## src/rtl/pipeline_ctrl_pkg.sv

```systemverilog
// Shared encodings and defaults for the pipeline sequencer: FSM states,
// register-address width and the per-stage control bundle.
package pipeline_ctrl_pkg;

  localparam int REG_W        = 5;
  localparam int WAIT_W       = 8;
  localparam int DEF_MAX_WAIT = 16;
  localparam int DEF_CNT_W    = 16;

  localparam logic [1:0] ST_IDLE     = 2'd0;
  localparam logic [1:0] ST_RUN      = 2'd1;
  localparam logic [1:0] ST_MEM_WAIT = 2'd2;
  localparam logic [1:0] ST_HALT     = 2'd3;

  typedef struct packed {
    logic pc_write;
    logic pc_src;
    logic ifid_write;
    logic ifid_flush;
    logic idex_bubble;
    logic exmem_write;
    logic exmem_flush;
    logic memwb_bubble;
  } ctrl_t;

  // Whole pipeline parked: nothing advances and control-zero enters ID/EX and MEM/WB.
  localparam ctrl_t CTRL_IDLE      = '{1'b0, 1'b0, 1'b0, 1'b0, 1'b1, 1'b0, 1'b0, 1'b1};
  localparam ctrl_t CTRL_MEM_STALL = '{1'b0, 1'b0, 1'b0, 1'b0, 1'b0, 1'b0, 1'b0, 1'b1};
  localparam ctrl_t CTRL_BRANCH    = '{1'b1, 1'b1, 1'b1, 1'b1, 1'b1, 1'b1, 1'b1, 1'b0};
  localparam ctrl_t CTRL_LOAD_USE  = '{1'b0, 1'b0, 1'b0, 1'b0, 1'b1, 1'b1, 1'b0, 1'b0};
  localparam ctrl_t CTRL_ADVANCE   = '{1'b1, 1'b0, 1'b1, 1'b0, 1'b0, 1'b1, 1'b0, 1'b0};

endpackage

```

## src/rtl/pipeline_ctrl_if.sv

```systemverilog
// Bundle between the pipeline sequencer (master) and the datapath/memory side (slave).
interface pipeline_ctrl_if #(
  parameter int CNT_W = pipeline_ctrl_pkg::DEF_CNT_W
);
  import pipeline_ctrl_pkg::*;

  logic             start_i;
  logic             IDEX_MemRead_i;
  logic [REG_W-1:0] IDEX_RDaddr_i;
  logic [REG_W-1:0] IFID_RS1addr_i;
  logic [REG_W-1:0] IFID_RS2addr_i;
  logic             EXMEM_Branch_i;
  logic             EXMEM_Zero_i;
  logic             EXMEM_MemRead_i;
  logic             EXMEM_MemWrite_i;
  logic             mem_ack_i;
  logic             mem_req_o;
  logic             PCWrite_o;
  logic             PCSrc_o;
  logic             IFID_Write_o;
  logic             IFID_Flush_o;
  logic             IDEX_Bubble_o;
  logic             EXMEM_Write_o;
  logic             EXMEM_Flush_o;
  logic             MEMWB_Bubble_o;
  logic             timeout_o;
  logic [CNT_W-1:0] stall_cnt_o;

  modport master (
    input  start_i, IDEX_MemRead_i, IDEX_RDaddr_i, IFID_RS1addr_i, IFID_RS2addr_i,
           EXMEM_Branch_i, EXMEM_Zero_i, EXMEM_MemRead_i, EXMEM_MemWrite_i, mem_ack_i,
    output mem_req_o, PCWrite_o, PCSrc_o, IFID_Write_o, IFID_Flush_o, IDEX_Bubble_o,
           EXMEM_Write_o, EXMEM_Flush_o, MEMWB_Bubble_o, timeout_o, stall_cnt_o
  );

  modport slave (
    output start_i, IDEX_MemRead_i, IDEX_RDaddr_i, IFID_RS1addr_i, IFID_RS2addr_i,
           EXMEM_Branch_i, EXMEM_Zero_i, EXMEM_MemRead_i, EXMEM_MemWrite_i, mem_ack_i,
    input  mem_req_o, PCWrite_o, PCSrc_o, IFID_Write_o, IFID_Flush_o, IDEX_Bubble_o,
           EXMEM_Write_o, EXMEM_Flush_o, MEMWB_Bubble_o, timeout_o, stall_cnt_o
  );

endinterface

```

## src/rtl/pipeline_ctrl_hazard_detect.sv

```systemverilog
// Load-use detector: a load in ID/EX whose destination feeds the instruction in IF/ID.
module hazard_detect
  import pipeline_ctrl_pkg::*;
(
  input  logic             idex_mem_read,
  input  logic [REG_W-1:0] idex_rd,
  input  logic [REG_W-1:0] ifid_rs1,
  input  logic [REG_W-1:0] ifid_rs2,
  output logic             stall_lu
);

  // x0 is hardwired to zero, so a load targeting it never creates a dependency.
  assign stall_lu = idex_mem_read && (idex_rd != '0) &&
                    ((idex_rd == ifid_rs1) || (idex_rd == ifid_rs2));

endmodule

```

## src/rtl/pipeline_ctrl.sv

```systemverilog
// Central sequencer for the 5-stage pipeline registers: arbitrates memory stalls,
// taken branches and load-use hazards into per-stage enable/flush/bubble controls.
module pipeline_ctrl
  import pipeline_ctrl_pkg::*;
#(
  parameter int MAX_WAIT = DEF_MAX_WAIT,
  parameter int CNT_W    = DEF_CNT_W
) (
  input  logic                 clk_i,
  input  logic                 rst_i,
  pipeline_ctrl_if.master      bus
);

  localparam logic [WAIT_W-1:0] WAIT_LIMIT = WAIT_W'(MAX_WAIT);

  logic [1:0]        state, state_nxt;
  logic [WAIT_W-1:0] wait_cnt, wait_cnt_nxt;
  logic              timeout_q, timeout_set;
  logic [CNT_W-1:0]  stall_cnt;
  logic              active, memop, mem_stall, branch_taken, stall_lu;
  ctrl_t             ctrl;

  hazard_detect u_hazard_detect (
    .idex_mem_read (bus.IDEX_MemRead_i),
    .idex_rd       (bus.IDEX_RDaddr_i),
    .ifid_rs1      (bus.IFID_RS1addr_i),
    .ifid_rs2      (bus.IFID_RS2addr_i),
    .stall_lu      (stall_lu)
  );

  assign active       = !rst_i && ((state == ST_RUN) || (state == ST_MEM_WAIT));
  assign memop        = bus.EXMEM_MemRead_i || bus.EXMEM_MemWrite_i;
  assign mem_stall    = memop && !bus.mem_ack_i;
  assign branch_taken = bus.EXMEM_Branch_i && bus.EXMEM_Zero_i;

  // NOTE: every always_comb output gets a default up front so no path infers a latch.
  always_comb begin
    ctrl          = CTRL_IDLE;
    bus.mem_req_o = 1'b0;
    if (active) begin
      bus.mem_req_o = memop;
      if (mem_stall)         ctrl = CTRL_MEM_STALL;
      else if (branch_taken) ctrl = CTRL_BRANCH;
      else if (stall_lu)     ctrl = CTRL_LOAD_USE;
      else                   ctrl = CTRL_ADVANCE;
    end
  end

  assign bus.PCWrite_o      = ctrl.pc_write;
  assign bus.PCSrc_o        = ctrl.pc_src;
  assign bus.IFID_Write_o   = ctrl.ifid_write;
  assign bus.IFID_Flush_o   = ctrl.ifid_flush;
  assign bus.IDEX_Bubble_o  = ctrl.idex_bubble;
  assign bus.EXMEM_Write_o  = ctrl.exmem_write;
  assign bus.EXMEM_Flush_o  = ctrl.exmem_flush;
  assign bus.MEMWB_Bubble_o = ctrl.memwb_bubble;
  assign bus.timeout_o      = timeout_q;
  assign bus.stall_cnt_o    = stall_cnt;

  always_comb begin
    state_nxt    = state;
    wait_cnt_nxt = wait_cnt;
    timeout_set  = 1'b0;
    case (state)
      ST_IDLE: if (bus.start_i) state_nxt = ST_RUN;
      ST_RUN: begin
        if (mem_stall) begin
          state_nxt    = ST_MEM_WAIT;
          wait_cnt_nxt = WAIT_W'(1);
        end
      end
      ST_MEM_WAIT: begin
        // An ack releases in the same cycle; otherwise give up once the budget is spent.
        if (!mem_stall) begin
          state_nxt    = ST_RUN;
          wait_cnt_nxt = '0;
        end else if (wait_cnt == WAIT_LIMIT) begin
          state_nxt   = ST_HALT;
          timeout_set = 1'b1;
        end else begin
          wait_cnt_nxt = wait_cnt + WAIT_W'(1);
        end
      end
      ST_HALT: state_nxt = ST_HALT;
      default: state_nxt = ST_IDLE;
    endcase
  end

  // NOTE: sequential state uses non-blocking assignments so all registers update together.
  always_ff @(posedge clk_i) begin
    if (rst_i) begin
      state     <= ST_IDLE;
      wait_cnt  <= '0;
      timeout_q <= 1'b0;
      stall_cnt <= '0;
    end else begin
      state     <= state_nxt;
      wait_cnt  <= wait_cnt_nxt;
      timeout_q <= timeout_q || timeout_set;
      if (active && !ctrl.pc_write && (stall_cnt != '1))
        stall_cnt <= stall_cnt + CNT_W'(1);
    end
  end

endmodule

```

## src/flat_wrapper.sv

```systemverilog
// flat-port wrapper written by rule: the top's interface ports become plain ports
module pipeline_ctrl_flat import pipeline_ctrl_pkg::*;
#(
  parameter int MAX_WAIT = DEF_MAX_WAIT,
  parameter int CNT_W    = DEF_CNT_W
)
  (clk_i, rst_i, bus_start_i, bus_IDEX_MemRead_i, bus_IDEX_RDaddr_i, bus_IFID_RS1addr_i, bus_IFID_RS2addr_i, bus_EXMEM_Branch_i, bus_EXMEM_Zero_i, bus_EXMEM_MemRead_i, bus_EXMEM_MemWrite_i, bus_mem_ack_i, bus_mem_req_o, bus_PCWrite_o, bus_PCSrc_o, bus_IFID_Write_o, bus_IFID_Flush_o, bus_IDEX_Bubble_o, bus_EXMEM_Write_o, bus_EXMEM_Flush_o, bus_MEMWB_Bubble_o, bus_timeout_o, bus_stall_cnt_o);
  pipeline_ctrl_if #(.CNT_W(CNT_W)) bus_i ();
  input  logic clk_i;
  input  logic rst_i;
  input wire logic [$bits(bus_i.start_i)-1:0] bus_start_i;
  input wire logic [$bits(bus_i.IDEX_MemRead_i)-1:0] bus_IDEX_MemRead_i;
  input wire logic [$bits(bus_i.IDEX_RDaddr_i)-1:0] bus_IDEX_RDaddr_i;
  input wire logic [$bits(bus_i.IFID_RS1addr_i)-1:0] bus_IFID_RS1addr_i;
  input wire logic [$bits(bus_i.IFID_RS2addr_i)-1:0] bus_IFID_RS2addr_i;
  input wire logic [$bits(bus_i.EXMEM_Branch_i)-1:0] bus_EXMEM_Branch_i;
  input wire logic [$bits(bus_i.EXMEM_Zero_i)-1:0] bus_EXMEM_Zero_i;
  input wire logic [$bits(bus_i.EXMEM_MemRead_i)-1:0] bus_EXMEM_MemRead_i;
  input wire logic [$bits(bus_i.EXMEM_MemWrite_i)-1:0] bus_EXMEM_MemWrite_i;
  input wire logic [$bits(bus_i.mem_ack_i)-1:0] bus_mem_ack_i;
  output wire logic [$bits(bus_i.mem_req_o)-1:0] bus_mem_req_o;
  output wire logic [$bits(bus_i.PCWrite_o)-1:0] bus_PCWrite_o;
  output wire logic [$bits(bus_i.PCSrc_o)-1:0] bus_PCSrc_o;
  output wire logic [$bits(bus_i.IFID_Write_o)-1:0] bus_IFID_Write_o;
  output wire logic [$bits(bus_i.IFID_Flush_o)-1:0] bus_IFID_Flush_o;
  output wire logic [$bits(bus_i.IDEX_Bubble_o)-1:0] bus_IDEX_Bubble_o;
  output wire logic [$bits(bus_i.EXMEM_Write_o)-1:0] bus_EXMEM_Write_o;
  output wire logic [$bits(bus_i.EXMEM_Flush_o)-1:0] bus_EXMEM_Flush_o;
  output wire logic [$bits(bus_i.MEMWB_Bubble_o)-1:0] bus_MEMWB_Bubble_o;
  output wire logic [$bits(bus_i.timeout_o)-1:0] bus_timeout_o;
  output wire logic [$bits(bus_i.stall_cnt_o)-1:0] bus_stall_cnt_o;
  assign bus_i.start_i = bus_start_i;
  assign bus_i.IDEX_MemRead_i = bus_IDEX_MemRead_i;
  assign bus_i.IDEX_RDaddr_i = bus_IDEX_RDaddr_i;
  assign bus_i.IFID_RS1addr_i = bus_IFID_RS1addr_i;
  assign bus_i.IFID_RS2addr_i = bus_IFID_RS2addr_i;
  assign bus_i.EXMEM_Branch_i = bus_EXMEM_Branch_i;
  assign bus_i.EXMEM_Zero_i = bus_EXMEM_Zero_i;
  assign bus_i.EXMEM_MemRead_i = bus_EXMEM_MemRead_i;
  assign bus_i.EXMEM_MemWrite_i = bus_EXMEM_MemWrite_i;
  assign bus_i.mem_ack_i = bus_mem_ack_i;
  assign bus_mem_req_o = bus_i.mem_req_o;
  assign bus_PCWrite_o = bus_i.PCWrite_o;
  assign bus_PCSrc_o = bus_i.PCSrc_o;
  assign bus_IFID_Write_o = bus_i.IFID_Write_o;
  assign bus_IFID_Flush_o = bus_i.IFID_Flush_o;
  assign bus_IDEX_Bubble_o = bus_i.IDEX_Bubble_o;
  assign bus_EXMEM_Write_o = bus_i.EXMEM_Write_o;
  assign bus_EXMEM_Flush_o = bus_i.EXMEM_Flush_o;
  assign bus_MEMWB_Bubble_o = bus_i.MEMWB_Bubble_o;
  assign bus_timeout_o = bus_i.timeout_o;
  assign bus_stall_cnt_o = bus_i.stall_cnt_o;
  pipeline_ctrl #(.MAX_WAIT(MAX_WAIT), .CNT_W(CNT_W)) u_core (.clk_i(clk_i), .rst_i(rst_i), .bus(bus_i));
endmodule
```

## config.mk

```make
export PLATFORM = sky130hd
export DESIGN_NAME = pipeline_ctrl_flat
export DESIGN_NICKNAME = d
export VERILOG_FILES = /design/src/rtl/pipeline_ctrl_pkg.sv /design/src/rtl/pipeline_ctrl_if.sv /design/src/rtl/pipeline_ctrl_hazard_detect.sv /design/src/rtl/pipeline_ctrl.sv /design/src/flat_wrapper.sv
export SDC_FILE = /design/constraint.sdc
export NUM_CORES = 1
export LEC_CHECK = 0
export ABC_CLOCK_PERIOD_IN_PS = 6990
export CORE_MARGIN = 10
export CORE_UTILIZATION = 50
export CTS_CLUSTER_DIAMETER = 200
export DETAILED_ROUTE_END_ITERATION = 12
export HOLD_SLACK_MARGIN = 0.1
export PLACE_DENSITY = 0.84
export SYNTH_ARGS = -nofsm -noshare
export SYNTH_HDL_FRONTEND = slang
export SYNTH_SLANG_ARGS = --single-unit
```

## constraint.sdc

```tcl
create_clock -name clk_i -period 6.99 [get_ports clk_i]
set_clock_uncertainty 0.2 [all_clocks]
set_input_delay 1.0485 -clock clk_i [delete_from_list [all_inputs] [get_ports clk_i]]
set_output_delay 1.0485 -clock clk_i [all_outputs]
set_load 0.005 [all_outputs]
```

==> impl_metrics.py <==
metrics = {
    "synthesis": {
        "synth_edf_count": 0,
        "synth.yosys.seq_area_share_pct": 32.5,
        "syn_inst": 207,
        "syn_avg_cell_area_um2": 8.03,
        "yosysWarnings": 0,
        "synth_area_um2": 1660,
        "synth_nets": 238,
        "synthFlopType": "dfxtp_1",
        "synth.distinct_cells": 44,
        "ys_ff_latch": 27,
        "postSynth.asyncResetShare_pct": 0,
    },
    "clocking": {
        "cts.htree.levels": 1,
        "postCtsSetupBuffers": 0,
        "clkLatencyLatePin_ns": 0.31,
        "clk_pin_slew_ns": 0.14,
        "cts_tree": "yes",
        "cts_resized": 0,
        "clock_path_buffers": 2,
        "ctsHoldBuffers": 0,
        "numCtsBuffers": 3,
        "root_buffer": "clkbuf_4",
        "cts_sinks": 27,
    },
    "global_routing": {
        "gr-total-overflow": 0,
        "grt_pass1_vias": 1463,
        "globalRouteMet1Util_pct": 20.2,
        "grt_use_met2_pct": 19.5,
        "grt_usage_pct": 13.6,
        "grt_start_max_net_pins": 32,
        "grt_antenna_before_repair": 0,
        "grt_busiest_layer": "met1",
        "met3_usage_pct": 2.76,
        "grt_pass1_wl_mm": 7.13,
    },
    "worst_setup_path": {
        "slowest_stage": "clkdlybuf4s50_1",
        "path_cells": "clkdlybuf4s50_1 -> nor2_1 -> nand2_1 -> nor2_1 -> clkdlybuf4s50_1",
        "max_stage_delay_ns": 0.75,
        "critPathTopFamily": "buffers and inverters",
        "cp.required_ns": 5.74,
        "critPathCaptureType": "output port",
        "crit_fanout": 20,
        "start_kind": "primary input",
        "criticalPathCategory": "primary input to output port",
        "path_buf_inv": 2,
        "critPathArrivalTime_ns": 3.17,
    },
    "finish": {
        "layout_common_cells": "clkdlybuf4s50_1 (49), dfxtp_1 (27), nor2_1 (24)",
        "fin_util_pct": 69.6,
        "drive_gt1_share_pct": 4.00,
        "fin_nets": 282,
        "layout_commonest_cell": "clkdlybuf4s50_1",
        "final_cell_count_no_fill": 294,
        "n_antenna_cell": 0,
        "area_growth_pct": 30.9,
    },
    "floorplan": {
        "core_um2": 3130,
        "dieArea_um2": 6030,
        "fp.dieW_um": 77.7,
        "io_pins": 50,
        "start_util_pct": 53.2,
        "core.rowCount": 20,
        "die-height_um": 77.7,
    },
    "place": {
        "io_buffer_count": 49,
        "place.gp.congestion": 0.804,
        "placedCellCount": 290,
        "dp_hpwl_mm": 3.26,
    },
    "timing": {
        "slew-limit-headroom_pct": 18.7,
        "drv_slew": 0,
        "hold_viol_final": 0,
        "finalSetupViolCount": 0,
        "min_period_ns": 4.42,
        "fin_crit_sh_pct": 63.2,
        "worst_pin_slew_ns": 1.21,
        "finalSetupTns_ns": 0,
        "rsz0062_at_grt": "no",
        "max_freq_mhz": 226,
    },
    "route": {
        "wl_per_cell_um": 14.2,
        "dr.pass1.iters": 4,
        "routed_wl_mm": 4.18,
        "dr_total_vias": 1669,
        "viasPerCell": 5.68,
        "route.detailed.drc": 0,
        "drt-initial-drc-count": 154,
        "ant_nets": 0,
    },
    "hold_path": {
        "hp-class": "flop to flop",
    },
    "power": {
        "p_leak_nw": 0.755,
        "ir_drop_uv": 122,
        "p_per_area_nw_per_um2": 148,
    },
    "outcome": {
        "outcome": "finished clean",
    },
    "flow_run": {
        "maxCapViolCount": 0,
    },
}
[worst min-delay path, delay by kind of cell (launching register included)]
kind	cells	cell delay, ns
AOI/OAI and AO/OA	1	0.05
buffers and inverters	1	0.05
DFF	1	0.35
[synthesized netlist by cell type (2+ instances only)]
master	number	area, um2
o211ai_1	2	15.0
nand4_1	5	31.3
inv_1	10	37.5
a21oi_1	19	95.1
nand2_1	15	56.3
nor2_1	24	90.1
nand3_1	8	40.0
clkbuf_1	2	7.51
or4_1	11	82.6
and2_1	2	12.5
and3_1	4	25.0
o21ai_0	6	30.0
ha_1	7	87.6
o311ai_0	2	17.5
buf_2	3	15.0
dfxtp_1	27	541
o31ai_1	10	75.1
a21o_1	2	15.0
nor3_1	3	15.0
xor2_1	13	114
or3_1	4	25.0
buf_4	4	30.0
xnor2_1	3	26.3
[worst paths after layout]
| check | start | slack (ns) | cells after the start | end |
|---|---|---|---|---|
| setup / recovery | rst_i | 2.57 | 5 | bus_IFID_Flush_o |
| hold / removal | u_core.bus.timeout_o | 0.28 | 2 | u_core.bus.timeout_o |
| setup reg to reg | u_core.bus.stall_cnt_o[1] | 4.21 | 6 | u_core.bus.stall_cnt_o[8] |
| hold reg to reg | u_core.bus.timeout_o | 0.28 | 2 | u_core.bus.timeout_o |
[metal layers]
metal  vias to the layer above  share of wire, %
met5                         -                 0
met4                         0              0.91
li1                        839                 -
met1                       770                51
met2                        58                42
met3                         2               5.9
[cells by family (layout without fill, tap and decap cells)]
logic type,after synthesis,in the layout,synth area share (%)
adders and majority gates,7,7,5.27
and+or+nand+nor,86,86,27.4
buffers and inverters,20,63,6.09
DFF,27,27,32.5
AOI/OAI and AO/OA,50,50,19.6
muxes,1,1,0.677
xor gates and xnor gates,16,16,8.43
[power by group]
group	leakage (nW)	internal, W	switching, W
clock network	0.0150	0.0000223	0.0000445
registers	0.218	0.000159	0.00000481
logic	0.521	0.0000420	0.0000488
[sequential cells by signal, summed over array words and instances (netlist names)]
signal / cells
u_core.bus.stall_cnt_o: 16
u_core.bus.timeout_o: 1
u_core.state: 2
u_core.wait_cnt: 8
[per-stage QoR]
stage	worst slack, ns	hold WS (ns)	instance area (um2)	total power, W
3_5_place_dp	2.54	0.245	2150	0.000257
2_1_floorplan	3.63	0.242	1660	0.000222
6_report	2.57	0.280	2180	0.000321
3_3_place_gp	2.60	0.253	2150	0.000255
5_1_grt	2.24	0.309	2180	0.000343
4_1_cts	2.54	0.273	2180	0.000322
[final cells by class]
cell class                      count  area (um2)
Timing Repair Buffer               49         490
Tap cell                           44        55.1
Clock buffer                        4        26.3
Multi-Input combinational cell    160        1030
Sequential cell                    27         541
Inverter                           10        37.5
Fill cell                         274         952
Note: power is estimated with default switching activity, not from simulation.
